[config.mk]
export PLATFORM = sky130hd
export DESIGN_NAME = apb4_slave_regbank
export DESIGN_NICKNAME = d
export VERILOG_FILES = /design/src/rtl/apb4_pkg.sv /design/src/rtl/apb4_regfile.sv /design/src/rtl/apb4_slave_regbank.sv
export SDC_FILE = /design/constraint.sdc
export NUM_CORES = 1
export LEC_CHECK = 0
export CORE_MARGIN = 2
export CORE_UTILIZATION = 35
export CTS_CLUSTER_DIAMETER = 150
export CTS_CLUSTER_SIZE = 30
export DETAILED_ROUTE_END_ITERATION = 12
export PLACE_DENSITY = 0.53
export SLEW_MARGIN = 20
export SYNTH_ARGS = -nofsm -noshare
export SYNTH_HDL_FRONTEND = slang
export SYNTH_SLANG_ARGS = --single-unit
[constraint.sdc]
create_clock -name PCLK -period 7 [get_ports PCLK]
set_input_delay 2.1 -clock PCLK [delete_from_list [all_inputs] [get_ports PCLK]]
set_output_delay 2.1 -clock PCLK [all_outputs]
set_load 0.005 [all_outputs]
[src/rtl/apb4_pkg.sv]
// Shared types and constants for the APB4 register-bank completer (apb4_slave_regbank).
package apb4_pkg;

    typedef enum logic [1:0] {IDLE, SETUP, WAIT, DONE} apb4_state_e;

    localparam int PPROT_PRIV_BIT = 0;
    localparam int WAIT_CNT_W     = 4;

endpackage

[src/rtl/apb4_regfile.sv]
// NUM_REGS x DATA_WIDTH register storage with byte-lane writes and a combinational read port.
module apb4_regfile #(
    parameter int                    NUM_REGS   = 16,
    parameter int                    DATA_WIDTH = 32,
    parameter int                    IDX_W      = 4,
    parameter logic [DATA_WIDTH-1:0] RESET_VAL  = '0
) (
    input  logic                    clk,
    input  logic                    rst_n,
    input  logic                    wr_en,
    input  logic [IDX_W-1:0]        idx,
    input  logic [DATA_WIDTH-1:0]   wdata,
    input  logic [DATA_WIDTH/8-1:0] strb,
    output logic [DATA_WIDTH-1:0]   rdata
);

    localparam int NB = DATA_WIDTH / 8;

    logic [DATA_WIDTH-1:0] mem [NUM_REGS];
    logic                  in_range;

    assign in_range = int'(idx) < NUM_REGS;

    // NOTE: the bank is reset word by word because every register must read RESET_VAL
    // after reset; non-blocking assignments keep all lane updates on the same edge.
    always_ff @(posedge clk or negedge rst_n) begin
        if (!rst_n) begin
            for (int i = 0; i < NUM_REGS; i++) begin
                mem[i] <= RESET_VAL;
            end
        end else if (wr_en && in_range) begin
            for (int b = 0; b < NB; b++) begin
                if (strb[b]) begin
                    mem[idx][8*b +: 8] <= wdata[8*b +: 8];
                end
            end
        end
    end

    assign rdata = in_range ? mem[idx] : '0;

endmodule

[src/rtl/apb4_slave_regbank.sv]
// APB4 completer: transfer FSM, wait counter, address decode and error logic over apb4_regfile.
// Optional privileged-access check is enabled by defining APB4_PROT_CHECK_EN.
module apb4_slave_regbank
    import apb4_pkg::*;
#(
    parameter int                    ADDR_WIDTH  = 8,
    parameter int                    DATA_WIDTH  = 32,
    parameter int                    NUM_REGS    = 16,
    parameter int                    WAIT_CYCLES = 0,
    parameter logic [DATA_WIDTH-1:0] RESET_VAL   = '0
) (
    input  logic                    PCLK,
    input  logic                    PRESETn,
    input  logic                    PSEL,
    input  logic                    PENABLE,
    input  logic                    PWRITE,
    input  logic [ADDR_WIDTH-1:0]   PADDR,
    input  logic [DATA_WIDTH-1:0]   PWDATA,
    input  logic [DATA_WIDTH/8-1:0] PSTRB,
    input  logic [2:0]              PPROT,
    output logic [DATA_WIDTH-1:0]   PRDATA,
    output logic                    PREADY,
    output logic                    PSLVERR
);

    localparam int                    NB        = DATA_WIDTH / 8;
    localparam int                    LANE_BITS = $clog2(NB);
    localparam int                    IDX_W     = (NUM_REGS > 1) ? $clog2(NUM_REGS) : 1;
    localparam logic [ADDR_WIDTH-1:0] LANE_MASK = ADDR_WIDTH'(NB - 1);
    localparam logic [WAIT_CNT_W-1:0] WAIT_LOAD = WAIT_CNT_W'(WAIT_CYCLES);
    localparam logic [WAIT_CNT_W-1:0] CNT_ONE   = WAIT_CNT_W'(1);

    apb4_state_e             state_q, state_d;
    logic [WAIT_CNT_W-1:0]   cnt_q, cnt_d;
    logic [ADDR_WIDTH-1:0]   addr_q;
    logic                    write_q;
    logic [DATA_WIDTH-1:0]   wdata_q;
    logic [NB-1:0]           strb_q;
    logic                    pready_q;
    logic                    accept;
    logic                    err;
    logic [ADDR_WIDTH-1:0]   idx_full;
    logic [DATA_WIDTH-1:0]   rdata;

`ifdef APB4_PROT_CHECK_EN
    logic priv_q;
`else
    logic unused_prot;
    assign unused_prot = ^PPROT;
`endif

    // A new setup phase is taken from IDLE, or straight out of DONE for back-to-back transfers.
    assign accept   = PSEL && !PENABLE && (state_q == IDLE || state_q == DONE);
    assign idx_full = addr_q >> LANE_BITS;

    always_comb begin
        err = (int'(idx_full) >= NUM_REGS)
           || ((addr_q & LANE_MASK) != '0)
           || (!write_q && (strb_q != '0));
`ifdef APB4_PROT_CHECK_EN
        err = err || !priv_q;
`endif
    end

    // State names the current access-phase cycle: SETUP is the first one, DONE the one with PREADY.
    // NOTE: every output of this block gets a default first so no path infers a latch.
    always_comb begin
        state_d = state_q;
        cnt_d   = cnt_q;
        unique case (state_q)
            IDLE, DONE: begin
                state_d = IDLE;
                if (accept) begin
                    state_d = (WAIT_LOAD == '0) ? DONE : SETUP;
                    cnt_d   = WAIT_LOAD;
                end
            end
            SETUP, WAIT: begin
                if (!PSEL) begin
                    state_d = IDLE;
                    cnt_d   = '0;
                end else if (cnt_q == CNT_ONE) begin
                    state_d = DONE;
                    cnt_d   = '0;
                end else begin
                    state_d = WAIT;
                    cnt_d   = cnt_q - CNT_ONE;
                end
            end
            default: state_d = IDLE;
        endcase
    end

    always_ff @(posedge PCLK or negedge PRESETn) begin
        if (!PRESETn) begin
            state_q  <= IDLE;
            cnt_q    <= '0;
            pready_q <= 1'b0;
            addr_q   <= '0;
            write_q  <= 1'b0;
            wdata_q  <= '0;
            strb_q   <= '0;
`ifdef APB4_PROT_CHECK_EN
            priv_q   <= 1'b0;
`endif
        end else begin
            state_q  <= state_d;
            cnt_q    <= cnt_d;
            pready_q <= (state_d == DONE);
            if (accept) begin
                addr_q  <= PADDR;
                write_q <= PWRITE;
                wdata_q <= PWDATA;
                strb_q  <= PSTRB;
`ifdef APB4_PROT_CHECK_EN
                priv_q  <= PPROT[PPROT_PRIV_BIT];
`endif
            end
        end
    end

    apb4_regfile #(
        .NUM_REGS   (NUM_REGS),
        .DATA_WIDTH (DATA_WIDTH),
        .IDX_W      (IDX_W),
        .RESET_VAL  (RESET_VAL)
    ) u_regfile (
        .clk   (PCLK),
        .rst_n (PRESETn),
        .wr_en (state_q == DONE && write_q && !err),
        .idx   (idx_full[IDX_W-1:0]),
        .wdata (wdata_q),
        .strb  (strb_q),
        .rdata (rdata)
    );

    assign PREADY  = pready_q;
    assign PSLVERR = pready_q && err;
    assign PRDATA  = (pready_q && !err && !write_q) ? rdata : '0;

endmodule

==> results of run 1 <==
## critical path, stage by stage, from the launching register on
cell	delay (ps)
dfrtp_1	420
nor4_4	740
nand4b_1	250
or2_2	730
o22ai_1	380
clkdlybuf4s50_1	570
## area by class of cell
class                      count  area (um2)  area share, %
multi-input combinational    909       11380          40.18
sequential                   564       14120          49.89
timing repair buffer          94        1003          3.544
tap                          959        1200          4.238
clock inverter                 1       8.758        0.03094
inverter                       5       18.77        0.06629
clock buffer                  24       579.3          2.046
## through the flow
stage	hold WS, ps	utilization (%)	worst slack [ps]	instance area [um2]	total power (W)
finish	512.6	38.74	1168	28310	0.007269
global route	525.7	38.74	1015	28310	0.007657
CTS	517.2	38.73	898.2	28310	0.007401
detailed placement	489.8	37.93	1556	27720	0.005780
global placement	477.3	37.93	1590	27720	0.005734
floorplan	461.4	-	3113	25860	0.005133
## cell usage after synthesis, types with 3 or more instances
library cell / count / share of area (%)
buf_8: 4 / 0.23
buf_1: 39 / 0.57
buf_2: 16 / 0.31
mux4_2: 126 / 11
nor2_8: 40 / 3.1
mux2_2: 556 / 24
nor2b_1: 5 / 0.12
nand2_1: 16 / 0.23
inv_1: 5 / 0.073
a21oi_1: 3 / 0.058
mux2i_1: 66 / 2.6
ha_1: 3 / 0.15
o21ai_0: 4 / 0.077
o22ai_1: 31 / 0.75
nor2_2: 24 / 0.58
nand3_1: 7 / 0.14
nand4_2: 4 / 0.19
clkbuf_1: 29 / 0.42
dfrtp_1: 564 / 55
a21boi_0: 4 / 0.12
## cells by family (layout without fill, tap and decap cells)
logic type	count (synthesis)	after routing	share of synthesized area (%)
muxes	748	748	37.74
buffers and inverters	93	124	1.602
AOI/OAI and AO/OA	48	48	1.181
adders and majority gates	3	3	0.1452
DFF	564	564	54.58
and+or+nand+nor	110	110	4.756
## flip-flops by register name, summed over array words and instances, names as in the netlist
register	count
addr_q	8
PREADY	1
wdata_q	32
strb_q	4
write_q	1
cnt_q	4
u_regfile.mem	512
state_q	2
## metal layers
layer | vias up | routed length [um] | part of all wire (%) | GRT usage [%]
met5 | - | 0 | 0 | 0
met4 | 0 | 674 | 1.2 | 2.349
met3 | 43 | 1533 | 2.6 | 1.279
met2 | 131 | 28830 | 49 | 26.63
met1 | 7340 | 27220 | 47 | 22.23
li1 | 5878 | - | - | -
## where the power goes
group | switching, W | leakage (nW) | internal, W
combinational | 0.000767 | 5.71 | 0.000692
clock | 0.00100 | 0.289 | 0.000599
sequential | 0.000749 | 7.77 | 0.00346
## placed cells by master, fill, tap and decap left out, types with 2 or more instances in the layout
cell,count
a21boi_0,4
a21oi_1,3
and2_1,2
buf_12,7
buf_4,5
clkbuf_16,23
clkdlybuf4s50_1,81
dfrtp_1,561
dfrtp_4,3
ha_1,3
inv_1,5
mux2_2,556
mux2i_1,66
mux4_2,126
nand2_1,16
nand3_1,7
nand4_4,4
nor2_1,2
nor2_2,24
nor2_8,40
nor2b_1,5
o211ai_1,2
o21ai_0,4
o21bai_1,2
o22ai_1,31
## final timing paths
path / slack [ps] / endpoint / cells after the start
worst max-delay path: 1170 / PRDATA[17] / 5
worst min-delay path: 510 / u_regfile.mem[168] / 1
max in group asynchronous: 4110 / u_regfile.mem[3] / 2
worst max register to register: 3040 / u_regfile.mem[58] / 5
worst min register to register: 510 / u_regfile.mem[168] / 1
min in group asynchronous: 1550 / u_regfile.mem[502] / 1
==> results.yml, run 1 <==
status:
  outcome: "finished with violations"
  violations: "design-rule violations"
detailed_routing:
  wl_um: 58260
  drtIter0Drc: 565
  drt-wirelength-per-cell_um: 22.79
  dr.pass1.iters: 8
  dr_total_vias: 13390
  antenna_left: 0
  via_per_inst: 5.239
  drc: 2
logic_synthesis:
  ys_seq_area_share_pct: 54.58
  ys_warn_count: 0
  ys.flop_type: "dfrtp_1"
  avgSynthCellArea_um2: 16.51
  postSynthCellCount: 1566
  synth_nets: 1621
  synth_seq_cells: 564
  async_flop_share_pct: 100.0
  syn_area_mm2: 0.02586
  synth-edff-count: 0
  ys_types: 35
clock_tree:
  cts_hold_buf: 0
  cts_buffer_depth: 3
  root_buffer: "clkbuf_16"
  clk_latency_ps: 590
  cts_resized: 0
  cts_tree: "yes"
  cts-htree-levels: 1
  clock_sinks: 564
  cts_buffers: 22
  post_cts_buffers: 0
  path_clk_slew_ps: 110
die:
  die_x_um: 275.8
  fp.dieH_um: 275.8
  initial_core_util_pct: 35.38
  num_rows: 99
  dieArea_mm2: 0.07608
  core_area_mm2: 0.07308
  ios: 86
layout:
  stdcell_count: 2556
  layout-drive-gt1-share_pct: 49.78
  nets: 1651
  syn2layout_area_growth_pct: 9.478
  diodes: 0
  n_fill_cell: 6789
power_and_ir_drop:
  vdd_drop_max_mv: 0.1968
  p_leak_nw: 13.78
  powerDensity_mw_per_mm2: 256.7
timing:
  hold_viol: 0
  setup_viol: 0
  rsz0062_at_grt: "no"
  fmax_ghz: 0.1715
  finalSetupTns_ps: 0
  report.final.slew_viol_count: 0
  period_share_pct: 83.31
  timing.final.crit_period_ps: 5832
  slew_headroom_pct: 27.15
  fin_skew_ps: 18.88
  worst_slew_pin_slew_ps: 1093
placed_design:
  port_buffers: 82
  gp_congestion: 0.7185
  place_hpwl_um: 36110
  dpl.cell_count: 2531
grt:
  grt_max_degree: 129
  grt_remaining_overflow: 0
  grt.total_usage_pct: 15.61
  antenna_found_initial: 1
  grt_pass1_vias: 14440
  grt_pass1_wl_um: 90450
setup_path:
  cp.required_ps: 4900
  setup.worst_path.start: "addr_q[7]"
  worst_setup_path_end_kind: "primary output"
  crit-reg2reg-launch: "addr_q[3]"
  arrival_ps: 3730
  critPathLaunchType: "register"
  critPathMaxFanout: 31
  critPathKind: "reg -> out"
min_path:
  hold_class: "reg -> reg"
  hp-start: "u_regfile.mem[168]"
run:
  cap_violations: 0
No activity file was read; power rests on OpenSTA's default activity.
==> inputs of run 2 (changes only) <==
==> constraint.sdc (replaced) <==
create_clock -name PCLK -period 5.94 [get_ports PCLK]
set_input_delay 1.782 -clock PCLK [delete_from_list [all_inputs] [get_ports PCLK]]
set_output_delay 1.782 -clock PCLK [all_outputs]
set_load 0.005 [all_outputs]
==> results.yml, run 2 (same netlist as run 1, synthesis figures left out) <==
status:
  outcome: "finished with violations"
  violations: "design-rule violations"
detailed_routing:
  antenna_left: 0
  wl_um: 59880
  dr_total_vias: 13450
  drc: 2
  drtIter0Drc: 758
  dr.pass1.iters: 8
  drt-wirelength-per-cell_um: 23.27
  via_per_inst: 5.226
grt:
  grt.total_usage_pct: 16.05
  grt_remaining_overflow: 0
  grt_max_degree: 133
  grt_pass1_wl_um: 92740
  antenna_found_initial: 2
  grt_pass1_vias: 14440
placed_design:
  gp_congestion: 0.7194
  port_buffers: 82
  dpl.cell_count: 2546
  place_hpwl_um: 37050
  place_ws_ps: 1029
timing:
  hold_viol: 0
  post-route-worst-setup-slack_ps: 495.1
  worst_slew_pin_slew_ps: 1054
  setup_viol: 0
  slew_headroom_pct: 29.76
  rsz0062_at_grt: "no"
  timing.final.crit_period_ps: 5445
  fmax_ghz: 0.1837
  finalSetupTns_ps: 0
  period_share_pct: 91.66
  report.final.slew_viol_count: 0
  fin_skew_ps: 15.21
clock_tree:
  clock_sinks: 564
  root_buffer: "clkbuf_16"
  clk_latency_ps: 590
  post_cts_buffers: 0
  cts_hold_buf: 0
  cts_buffer_depth: 3
  cts_buffers: 22
  cts_resized: 0
  path_clk_slew_ps: 120
  cts_tree: "yes"
  cts-htree-levels: 1
die:
  dieArea_mm2: 0.07608
  die_x_um: 275.8
  fp.dieH_um: 275.8
  core_area_mm2: 0.07308
  num_rows: 99
  ios: 86
  initial_core_util_pct: 35.38
setup_path:
  arrival_ps: 3660
  rrSetupSlack_ps: 2450
  cp.required_ps: 4160
  crit-reg2reg-launch: "addr_q[3]"
  r2r_cells: 4
  critPathMaxStageDelay_ps: 710
  rr_endpoint: "u_regfile.mem[6]"
  crit_chain: "nor4_1 -> nand4b_1 -> or2_2 -> o22ai_1 -> clkdlybuf4s50_1"
  critPathKind: "reg -> out"
  critPathMaxFanout: 31
  critPathLaunchType: "register"
  cpMaxStageDelayCell: "or2_2"
  worst_setup_path_end_kind: "primary output"
layout:
  diodes: 0
  syn2layout_area_growth_pct: 10.02
  final_cell_mix: "dfrtp_1 (561), mux2_2 (556), mux4_2 (126)"
  top_register: "u_regfile.mem"
  stdcell_count: 2573
  fin_util_pct: 38.93
  layout.cells.most_common: "dfrtp_1"
  reg_top3: "u_regfile.mem: 512 flops, wdata_q: 32 flops, addr_q: 8 flops"
  layout-drive-gt1-share_pct: 50.25
  nets: 1667
  largest_register_ff_count: 512
min_path:
  whs_path_depth: 1
  holdPathEnd: "u_regfile.mem[252]"
  hold_class: "reg -> reg"
  hp-start: "u_regfile.mem[252]"
run:
  cap_violations: 0
power_and_ir_drop:
  total_power_w: 0.008656
  powerDensity_mw_per_mm2: 304.3
  vdd_drop_max_mv: 0.2035
  p_leak_nw: 13.85
==> run 2: cell count changes in the layout (fill, tap and decap cells not counted), sizes merged <==
cell,previous run,this run
buf,13,29
clkbuf,24,25
==> run 2: how the worst max path moves through the flow <==
stage / startpoint / end / slack, ps / cells after the start
3_3_place_gp: addr_q[2] / PRDATA[23] / 1010 / 5
4_1_cts: addr_q[2] / PRDATA[23] / 360 / 5
2_1_floorplan: addr_q[2] / PRDATA[10] / 2370 / 6
5_1_grt: strb_q[1] / PRDATA[16] / 310 / 5
3_5_place_dp: addr_q[2] / PRDATA[23] / 1030 / 5
6_report: strb_q[1] / PRDATA[16] / 500 / 5
==> run 2: through the flow <==
stage / hold WS, ps / instance area, um2
floorplan: 461.4 / 25860
detailed placement: 490.2 / 27830
finish: 512.3 / 28450
global placement: 483.5 / 27830
CTS: 517.7 / 28420
global route: 525.1 / 28450
==> run 2: final cells by class <==
type,count,area (um2)
fillers,6773,44630
flip-flops and latches,564,14120
multi-input cells,909,11370
well taps,959,1200
repair buffers,110,1144
clock buffers,25,583.1
inverters,5,18.77
clock inverters,1,8.758
==> run 2: metal layers <==
layer	vias to the layer above	global-route usage, %	share of wire (%)
met5	-	0	0.020
met2	132	26.80	49
met1	7370	23.06	47
met3	35	1.757	3.5
li1	5908	-	-
met4	2	2.448	1.2
==> run 2: critical path: cells and delay by family, from the launching register on <==
| kind | cells | cell delay (ps) |
|---|---|---|
| flops | 1 | 460 |
| simple gates | 3 | 1580 |
| compound gates | 1 | 420 |
| buf+inv | 1 | 570 |
==> run 2: power by group <==
part	internal (W)	switching, W
registers	0.00408	0.000868
clock network	0.000709	0.00119
logic	0.000871	0.000936
